==> src/rtl/aibcr3_txbuf_seq.sv <==
// Power-up and mode sequencer for one AIB I/O buffer.
// Ramps tx drive in timed steps and switches off/tx/rx modes without glitches.
module aibcr3_txbuf_seq #(
  parameter int SETTLE_CYC  = 16,
  parameter int CNT_W       = 8,
  parameter int SYNC_STAGES = 2
) (
  input  logic       clk,
  input  logic       reset,
  input  logic       por_aib_vcchssi,
  input  logic       cfg_req,
  input  logic [1:0] cfg_mode,
  input  logic [1:0] cfg_drv,
  input  logic       tx_data,
  output logic       busy,
  output logic       cfg_ack,
  output logic       itx_en_buf,
  output logic       data_en,
  output logic       clk_en,
  output logic       weak_pulldownen,
  output logic       weak_pullupenb,
  output logic [1:0] ipdrv_buf,
  output logic [1:0] indrv_buf,
  output logic       txdin
);

  typedef enum logic [2:0] {
    S_IDLE,
    S_PRECHG,
    S_RAMP_UP,
    S_ACTIVE,
    S_RAMP_DN
  } state_t;

  localparam logic [1:0] M_OFF = 2'b00;
  localparam logic [1:0] M_TX  = 2'b01;
  localparam logic [CNT_W-1:0] LOAD =
    CNT_W'(SETTLE_CYC - 1);

  logic [SYNC_STAGES-1:0] r_sync;
  logic                   w_por;

  state_t           r_state, w_state;
  logic [CNT_W-1:0] r_cnt, w_cnt;
  logic [1:0]       r_drv, w_drv;
  logic [1:0]       r_tgt, w_tgt;
  logic [1:0]       r_mode, w_mode;
  logic             r_itx, w_itx;
  logic             r_den, w_den;
  logic             r_cen, w_cen;
  logic             r_wpd, w_wpd;
  logic             r_txd, w_txd;
  logic             r_busy, w_busy;
  logic             r_ack, w_ack;

  logic             w_iv_end;
  logic             w_accept;
  logic [1:0]       w_pc_mode;
  logic             w_same;

  // POR synchronizer into the clk domain
  always_ff @(posedge clk) begin
    if (reset) begin
      r_sync <= '0;
    end else begin
      r_sync <= {r_sync[SYNC_STAGES-2:0], por_aib_vcchssi};
    end
  end

  assign w_por = r_sync[SYNC_STAGES-1];

  assign w_iv_end  = (r_cnt == '0);
  assign w_accept  = cfg_req && !r_busy;
  assign w_pc_mode = r_busy ? r_mode : cfg_mode;
  assign w_same    = (cfg_mode == r_mode) &&
                     ((cfg_mode != M_TX) ||
                      (cfg_drv == r_tgt));

  // State and output registers; POR holds everything at reset values
  always_ff @(posedge clk) begin
    if (reset || w_por) begin
      r_state <= S_IDLE;
      r_cnt   <= '0;
      r_drv   <= 2'd0;
      r_tgt   <= 2'd0;
      r_mode  <= M_OFF;
      r_itx   <= 1'b0;
      r_den   <= 1'b0;
      r_cen   <= 1'b0;
      r_wpd   <= 1'b1;
      r_txd   <= 1'b0;
      r_busy  <= 1'b0;
      r_ack   <= 1'b0;
    end else begin
      r_state <= w_state;
      r_cnt   <= w_cnt;
      r_drv   <= w_drv;
      r_tgt   <= w_tgt;
      r_mode  <= w_mode;
      r_itx   <= w_itx;
      r_den   <= w_den;
      r_cen   <= w_cen;
      r_wpd   <= w_wpd;
      r_txd   <= w_txd;
      r_busy  <= w_busy;
      r_ack   <= w_ack;
    end
  end

  // Next-state and next-output logic
  always_comb begin
    w_state = r_state;
    w_cnt   = w_iv_end ? r_cnt : r_cnt - 1'b1;
    w_drv   = r_drv;
    w_tgt   = r_tgt;
    w_mode  = r_mode;
    w_itx   = r_itx;
    w_den   = r_den;
    w_cen   = r_cen;
    w_wpd   = r_wpd;
    w_txd   = r_txd;
    w_busy  = r_busy;
    w_ack   = 1'b0;
    unique case (r_state)
      S_IDLE: begin
        if (r_busy && r_mode == M_OFF) begin
          w_ack  = 1'b1;
          w_busy = 1'b0;
        end else if (r_busy || w_accept) begin
          if (!r_busy) begin
            w_mode = cfg_mode;
            w_tgt  = cfg_drv;
          end
          if (w_pc_mode == M_OFF) begin
            w_ack = 1'b1;
          end else begin
            w_state = S_PRECHG;
            w_busy  = 1'b1;
            w_cnt   = LOAD;
            w_den   = w_pc_mode[1];
            w_cen   = w_pc_mode[1];
            w_wpd   = w_pc_mode[1] ?
                      w_pc_mode[0] : 1'b1;
          end
        end
      end
      S_PRECHG: begin
        if (w_iv_end) begin
          w_cnt = LOAD;
          if (r_mode == M_TX) begin
            w_state = S_RAMP_UP;
            w_itx   = 1'b1;
            w_wpd   = 1'b0;
            w_drv   = 2'd0;
          end else begin
            w_state = S_ACTIVE;
            w_ack   = 1'b1;
            w_busy  = 1'b0;
          end
        end
      end
      S_RAMP_UP: begin
        if (w_iv_end) begin
          w_cnt = LOAD;
          if (r_drv == r_tgt) begin
            w_state = S_ACTIVE;
            w_ack   = 1'b1;
            w_busy  = 1'b0;
          end else begin
            w_drv = r_drv + 2'd1;
          end
        end
      end
      S_ACTIVE: begin
        if (r_mode == M_TX) begin
          w_txd = tx_data;
        end
        if (w_accept) begin
          if (w_same) begin
            w_ack = 1'b1;
          end else begin
            w_busy = 1'b1;
            w_mode = cfg_mode;
            w_tgt  = cfg_drv;
            w_cnt  = LOAD;
            if (r_mode == M_TX) begin
              w_state = S_RAMP_DN;
              w_txd   = 1'b0;
            end else begin
              w_state = S_IDLE;
              w_den   = 1'b0;
              w_cen   = 1'b0;
              w_wpd   = 1'b1;
            end
          end
        end
      end
      S_RAMP_DN: begin
        if (w_iv_end) begin
          w_cnt = LOAD;
          if (r_drv == 2'd0) begin
            w_state = S_IDLE;
            w_itx   = 1'b0;
            w_wpd   = 1'b1;
          end else begin
            w_drv = r_drv - 2'd1;
          end
        end
      end
      default: begin
        w_state = S_IDLE;
      end
    endcase
  end

  assign busy            = r_busy;
  assign cfg_ack         = r_ack;
  assign itx_en_buf      = r_itx;
  assign data_en         = r_den;
  assign clk_en          = r_cen;
  assign weak_pulldownen = r_wpd;
  assign weak_pullupenb  = 1'b1;
  assign ipdrv_buf       = r_drv;
  assign indrv_buf       = r_drv;
  assign txdin           = r_txd;

endmodule

==> config.mk <==
export PLATFORM = sky130hd
export DESIGN_NAME = aibcr3_txbuf_seq
export DESIGN_NICKNAME = d
export VERILOG_FILES = /design/src/rtl/aibcr3_txbuf_seq.sv
export SDC_FILE = /design/constraint.sdc
export NUM_CORES = 1
export LEC_CHECK = 0
export BUFFER_PORTS_ARGS = -buffer_cell sky130_fd_sc_hd__buf_2
export CAP_MARGIN = 20
export CORE_ASPECT_RATIO = 1.5
export CORE_MARGIN = 2
export CORE_UTILIZATION = 62
export CTS_CLUSTER_DIAMETER = 30
export CTS_CLUSTER_SIZE = 10
export DETAILED_ROUTE_END_ITERATION = 6
export PLACE_DENSITY = 0.85
export SLEW_MARGIN = 20
export SYNTH_ARGS = -nofsm -noshare
export SYNTH_HDL_FRONTEND = slang
export SYNTH_SLANG_ARGS = --single-unit
==> constraint.sdc <==
create_clock -name clk -period 5.41 [get_ports clk]
set_clock_uncertainty 0.1 [all_clocks]
set_input_delay 0.541 -clock clk [delete_from_list [all_inputs] [get_ports clk]]
set_output_delay 0.541 -clock clk [all_outputs]
set_load 0.02 [all_outputs]
# == Yosys cells after proc, flatten, opt, wreduce, memory -nomap -nowiden ==
# Index checks and enable logic that the tools add are counted.
# totals
reg_bits,25
latch_bits,0
ramBits,0
romBits,0
input_bits,9
out_inout_bits,12
elab_cells,155
memories,0
# classes
add_sub_neg,3
mul,0
n_div,0
magnitude_cmp,0
n_eq_ne,27
shifts,0
mux,87
n_bitwise,0
n_reduce_logical,26
# op_table
op,count
$mux W8,7
$mux W1,43
$mux W3,11
$mux W2,16
$ne A2 B2 Y1 const B,16
$pmux W8 S3,1
$pmux W3 S5,1
$reduce_and A7 Y1,2
$pmux W1 S4,3
$reduce_and A11 Y1,1
$reduce_and A10 Y1,1
$reduce_and A5 Y1,2
$reduce_and A9 Y1,1
$logic_not A8 Y1,1
$pmux W2 S2,2
$reduce_bool A4 Y1,2
$sub A8 B1 Y8 const B,1
$eq A2 B2 Y1,3
$eq A3 B2 Y1 const B,2
$logic_not A2 Y1,3
$ne A3 B3 Y1 const B,2
$pmux W2 S3,1
$reduce_and A6 Y1,1
$pmux W1 S2,2
other kinds (13),18

# == Logic depth before layout (Yosys ltp) ==
# depth
ltp_word,6
depth_mapped,10
mapped_depth_nobuf,9

# == Worst setup path after synthesis ==
# OpenSTA, ideal clock, no wires.
# synth_timing
path_kind,input -> register
start,in cfg_mode[1]
end,"reg r_busy, in the netlist busy"
setup_ns,0.132
arrival_time_ns,1.737
required_time_ns,5.178
setup_slack_ns,3.440
cell_stages,6
path_buffers,1
cell_sequence,clkbuf_2 > nand2b_1 > a211oi_1 > nor4_4 > o41ai_1 > a21oi_1
# synth_via
elab_chain_len,5
elab_cells_between_ends,9
cone_classes,eq/ne (4); mux (1); reduce/logical (4)
# synth_lines
item,line_no,text
from (decl),12,"input logic [1:0] cfg_mode,"
$ne A2 B1 Y1,76,((cfg_mode != M_TX) ||
$logic_or A1 B1 Y1,76,
$logic_and A1 B1 Y1,75,assign w_same = (cfg_mode == r_mode) &&
$ne A2 B2 Y1 (no line),n/a,
$reduce_and A9 Y1 (no line) (*),n/a,
to (signal assigned),105,r_busy <= w_busy;
to (decl),53,"logic r_busy, w_busy;"
# Every way passes the cells marked *; elsewhere a longest branch is shown, timed or not.
# A chain may end at the register's enable or synchronous reset.

# == Final worst setup path ==
# layout_timing
start,reg r_state[0]
end,"reg r_txd, in the netlist txdin"
# layout_via
elab_chain_len,1
# layout_lines
item,line_no,text
from (decl),43,"state_t r_state, w_state;"
from (signal assigned),95,r_state <= w_state;
$eq A3 B2 Y1,124,unique case (r_state)
to (signal assigned),104,r_txd <= w_txd;
to (decl),52,"logic r_txd, w_txd;"
# Every way passes these cells.

==> tab_implementation.tex <==
\begin{tabular}{lr}
\hline
Metric & Value \\
\hline
\multicolumn{2}{l}{\textbf{Global route}} \\
\quad Wire length of the first global-routing pass & 5.87 mm \\
\quad Number of global-route vias before repair & 1345 \\
\quad Maximum number of pins on one net before global-route repair & 24 \\
\quad Global routing usage summed across all routing layers & 25.9\% \\
\quad Number of antenna violations at the first check in global routing & 0 \\
\quad GRT Residual Overflow & 0 \\
\multicolumn{2}{l}{\textbf{Setup path}} \\
\quad Worst Setup End Kind & register \\
\quad Worst path required time & 5.51 ns \\
\quad Most used cell along the critical path & sky130\_fd\_sc\_hd\_\_nand2\_1 \\
\quad Cell-by-cell trace of the critical path & nand2\_1 -> nor2\_1 -> nand2\_1 -> or4b\_1 -> a21oi\_1 \\
\quad Reg2Reg Launch Point & r\_state[0] \\
\quad Setup CP Type & register to register \\
\quad Critical R2R Capture & txdin \\
\quad Maximum net fanout on the critical path & 21 \\
\quad Slowest cell on the critical path & sky130\_fd\_sc\_hd\_\_dfxtp\_1 \\
\quad Worst Setup Start Kind & register \\
\quad Crit path max-delay family & simple AND/OR/NAND/NOR gates \\
\quad Data arrival time at the worst-slack endpoint & 2.30 ns \\
\quad R2R Setup Slk & 3.21 ns \\
\quad Worst-case reg-to-reg path depth & 5 \\
\quad Buffers plus inverters on the worst setup path & 0 \\
\quad Delay of the slowest critical-path stage & 0.72 ns \\
\multicolumn{2}{l}{\textbf{Synth}} \\
\quad Cell with the most instances after synthesis & sky130\_fd\_sc\_hd\_\_dfxtp\_1 \\
\quad Flip-flop and latch count after synthesis & 25 \\
\quad Yosys warning total & 0 \\
\quad Sequential element share of the synthesized area & 29.9\% \\
\quad XOR/XNOR Fraction of Synth Area & 6.29\% \\
\quad Area fraction in and, or, nand and nor cells after synthesis & 28.4\% \\
\quad Proportion of netlist area held by the largest area contributor & 29.9\% \\
\quad Prevailing post-synth register cell & sky130\_fd\_sc\_hd\_\_dfxtp\_1 \\
\quad Most frequent cells after synthesis & sky130\_fd\_sc\_hd\_\_dfxtp\_1, sky130\_fd\_sc\_hd\_\_nor2\_1, sky130\_fd\_sc\_hd\_\_a21oi\_1, sky130\_fd\_sc\_hd\_\_nand2\_1 \\
\quad Nets in the synthesized netlist & 209 \\
\quad Fraction of registers with async set/reset & 0\% \\
\quad Synthesized area divided by synthesized cell count & 8.44 µm² \\
\quad Gate count after technology mapping & 198 \\
\quad Biggest area consumer among synthesized cells & sky130\_fd\_sc\_hd\_\_dfxtp\_1 \\
\quad Post-synth cell types & 57 \\
\quad Top cells by area in the synthesized netlist & sky130\_fd\_sc\_hd\_\_dfxtp\_1, sky130\_fd\_sc\_hd\_\_mux2i\_1, sky130\_fd\_sc\_hd\_\_xnor2\_1, sky130\_fd\_sc\_hd\_\_a21oi\_1, sky130\_fd\_sc\_hd\_\_nor2\_1 \\
\quad Main combinational cell family by area after synthesis & simple AND/OR/NAND/NOR gates \\
\quad Multiplexer area fraction after synthesis & 6.06\% \\
\quad Post-synth EDFFs & 0 \\
\quad Adder and majority gate portion of the synthesized area & 1.50\% \\
\quad Post-synthesis compound-gate area fraction & 17.3\% \\
\quad Synth Cell Area & 1670 µm² \\
\multicolumn{2}{l}{\textbf{Clock network}} \\
\quad Sinks on the clock net & 25 \\
\quad Clock Latency Late Sink & 0.27 ns \\
\quad Clock transition time at the flip-flop clock pins of the worst setup and hold paths & 0.08 ns \\
\quad Number of levels the H-tree was split into & 1 \\
\quad Num CTS Buffers & 3 \\
\quad Number of gates resized after CTS & 0 \\
\quad Root Driver & sky130\_fd\_sc\_hd\_\_clkbuf\_8 \\
\quad Post-CTS setup repair buffer count & 0 \\
\quad TritonCTS clock tree & built \\
\quad Maximum root-to-sink buffer count & 2 \\
\quad \# hold bufs at CTS & 0 \\
\multicolumn{2}{l}{\textbf{STA}} \\
\quad Pins Over Slew Limit & 0 \\
\quad Hold violation total from the final report & 0 \\
\quad Final Critical Period & 2.20 ns \\
\quad Worst Max-Slew Pin Slew & 0.668 ns \\
\quad Tightest hold margin & 0.355 ns \\
\quad Final period util & 40.7\% \\
\quad Unrepaired setup endpoints after global routing & no \\
\quad Setup TNS Final & 0 ns \\
\quad Maximum achievable frequency & 0.455 GHz \\
\quad Setup violation total in the final timing report & 0 \\
\quad Worst slew margin & 55.4\% \\
\multicolumn{2}{l}{\textbf{Route}} \\
\quad Initial DRT Pass Iterations & 4 \\
\quad Number of vias per cell after detailed routing & 5.96 \\
\quad Vias after detailed routing & 1430 \\
\quad Remaining routing DRC violations & 0 \\
\quad Routed wirelength normalized by instance count & 15.0 µm \\
\quad Detail Route Antenna Nets & 0 \\
\quad Post-Route WL & 3.59 mm \\
\quad Detailed router's first-iteration violation count & 35 \\
\multicolumn{2}{l}{\textbf{Place}} \\
\quad Gpl congestion & 0.861 \\
\quad Port-buffer cells & 19 \\
\quad Detailed placement HPWL & 2.74 mm \\
\quad Cell area after placement & 1660 µm² \\
\multicolumn{2}{l}{\textbf{Final layout}} \\
\quad Finished layout cell area & 1710 µm² \\
\quad Layout area overhead & 2.25\% \\
\quad Layout net count & 215 \\
\quad Share of final-layout standard cells stronger than drive strength 1 & 18.2\% \\
\quad Diode count & 0 \\
\quad Utilization of the core after routing & 65.3\% \\
\multicolumn{2}{l}{\textbf{Floorplan}} \\
\quad Core area & 2620 µm² \\
\quad Die boundary width & 46.4 µm \\
\quad Row cnt & 23 \\
\quad Die Y-Extent & 67.6 µm \\
\quad Effective utilization at floorplan & 63.8\% \\
\quad Boundary pin count & 21 \\
\quad Overall die area & 3140 µm² \\
\multicolumn{2}{l}{\textbf{Pwr}} \\
\quad Static leakage power & 0.000646 µW \\
\quad Max IR drop VDD & 276 µV \\
\quad Sequential power share & 35.0\% \\
\quad Cell Pwr Density & 479 nW/µm² \\
\quad Portion of total power attributed to the clock network & 13.5\% \\
\quad Sw frac & 43.6\% \\
\quad Internal power & 462 µW \\
\quad Switching Power & 357 µW \\
\quad Part of the power in combinational logic & 51.5\% \\
\multicolumn{2}{l}{\textbf{Worst hold path}} \\
\quad Hold Crit Depth & 1 \\
\quad Hold WC Path Type & register to register \\
\quad Startpoint of the lowest-slack hold path & r\_sync[0] \\
\quad Endpoint with the worst hold slack & r\_sync[1] \\
\multicolumn{2}{l}{\textbf{Outcome}} \\
\quad Outcome & complete, no violations \\
\multicolumn{2}{l}{\textbf{Run}} \\
\quad Max-capacitance violation count & 0 \\
\hline
\end{tabular}
area by class of cell:
| class | instances | area, µm² |
|---|---|---|
| Clock buffer | 3 | 41.3 |
| Sequential cell | 25 | 500 |
| Clock inverter | 1 | 5.00 |
| Tap cell | 37 | 46.3 |
| Inverter | 5 | 21.3 |
| Fill cell | 230 | 910 |
| Timing Repair Buffer | 19 | 95.1 |
| Multi-Input combinational cell | 150 | 1000 |
stage by stage:
step	total power (µW)	worst slack [ns]	cells
after floorplan	644	3.44	198
after global placement	681	3.29	236
after detailed placement	704	3.24	236
after CTS	818	3.23	240
after global routing	878	3.02	240
final	818	3.21	240
layout by cell type (no fill, tap or decap), types with 2 or more instances in the layout:
| master | synthesis | layout |
|---|---|---|
| sky130_fd_sc_hd__nand2_1 | 15 | 15 |
| sky130_fd_sc_hd__xnor2_1 | 9 | 9 |
| sky130_fd_sc_hd__xor2_1 | 3 | 3 |
| sky130_fd_sc_hd__nor3_1 | 5 | 5 |
| sky130_fd_sc_hd__a31oi_1 | 2 | 2 |
| sky130_fd_sc_hd__nand2b_1 | 5 | 5 |
| sky130_fd_sc_hd__o41ai_1 | 2 | 2 |
| sky130_fd_sc_hd__buf_2 | 5 | 19 |
| sky130_fd_sc_hd__nor3b_1 | 2 | 2 |
| sky130_fd_sc_hd__clkbuf_8 | 2 | 3 |
| sky130_fd_sc_hd__inv_1 | 4 | 4 |
| sky130_fd_sc_hd__ha_1 | 2 | 2 |
| sky130_fd_sc_hd__o21ai_0 | 8 | 8 |
| sky130_fd_sc_hd__or2_2 | 3 | 3 |
| sky130_fd_sc_hd__nor2_1 | 19 | 19 |
| sky130_fd_sc_hd__or2_0 | 2 | 2 |
| sky130_fd_sc_hd__a211oi_1 | 2 | 2 |
| sky130_fd_sc_hd__dfxtp_1 | 25 | 25 |
| sky130_fd_sc_hd__mux2i_1 | 9 | 9 |
| sky130_fd_sc_hd__a32oi_1 | 2 | 2 |
| sky130_fd_sc_hd__nor2b_1 | 5 | 5 |
| sky130_fd_sc_hd__a21oi_1 | 15 | 15 |
| sky130_fd_sc_hd__nor4_1 | 8 | 8 |
| sky130_fd_sc_hd__o31ai_1 | 3 | 3 |
| sky130_fd_sc_hd__nand3_1 | 3 | 3 |
worst max-delay path by stage:
stage | end | cells past startpoint | slack, ns | start
after floorplan | busy | 6 | 3.44 | cfg_mode[1]
after global placement | txdin | 5 | 3.29 | r_state[0]
after detailed placement | r_cnt[6] | 6 | 3.24 | cfg_mode[1]
after CTS | busy | 8 | 3.23 | r_cnt[0]
after global routing | txdin | 5 | 3.02 | r_state[0]
final | txdin | 5 | 3.21 | r_state[0]
metal layers:
metal  vias to the layer above  share of wire [%]  wire length, µm  track usage [%]
met5                         -                  0                0                0
met4                         0                3.7              134             15.7
met3                        13                3.1              111             4.28
met2                        41                 54             1950             45.1
met1                       667                 39             1400             27.7
li1                        709                  -                -                -
cells by family after synthesis:
kind of cell             after synthesis
AND/OR/NAND/NOR                       80
flip-flops                            25
multiplexers                          10
other                                  1
adder cells (fa/ha/maj)                2
XOR/XNOR                              12
buffers and inverters                 23
AO/OA/AOI/OAI                         45
power groups by stage:
stage               logic [µW]  registers (µW)  clock network (µW)
global route               465             294                 118
CTS                        421             286                 112
detailed placement         414             290                   0
floorplan                  377             267                   0
global placement           394             286                   0
finish                     422             286                 110
registers in the layout, summed over array words and instances, names as in the netlist, 2 cells and up:
name and flops:
r_cnt 8, r_state 3, indrv_buf 2, r_mode 2, r_sync 2, r_tgt 2
Note: power is estimated with default switching activity, not from simulation.
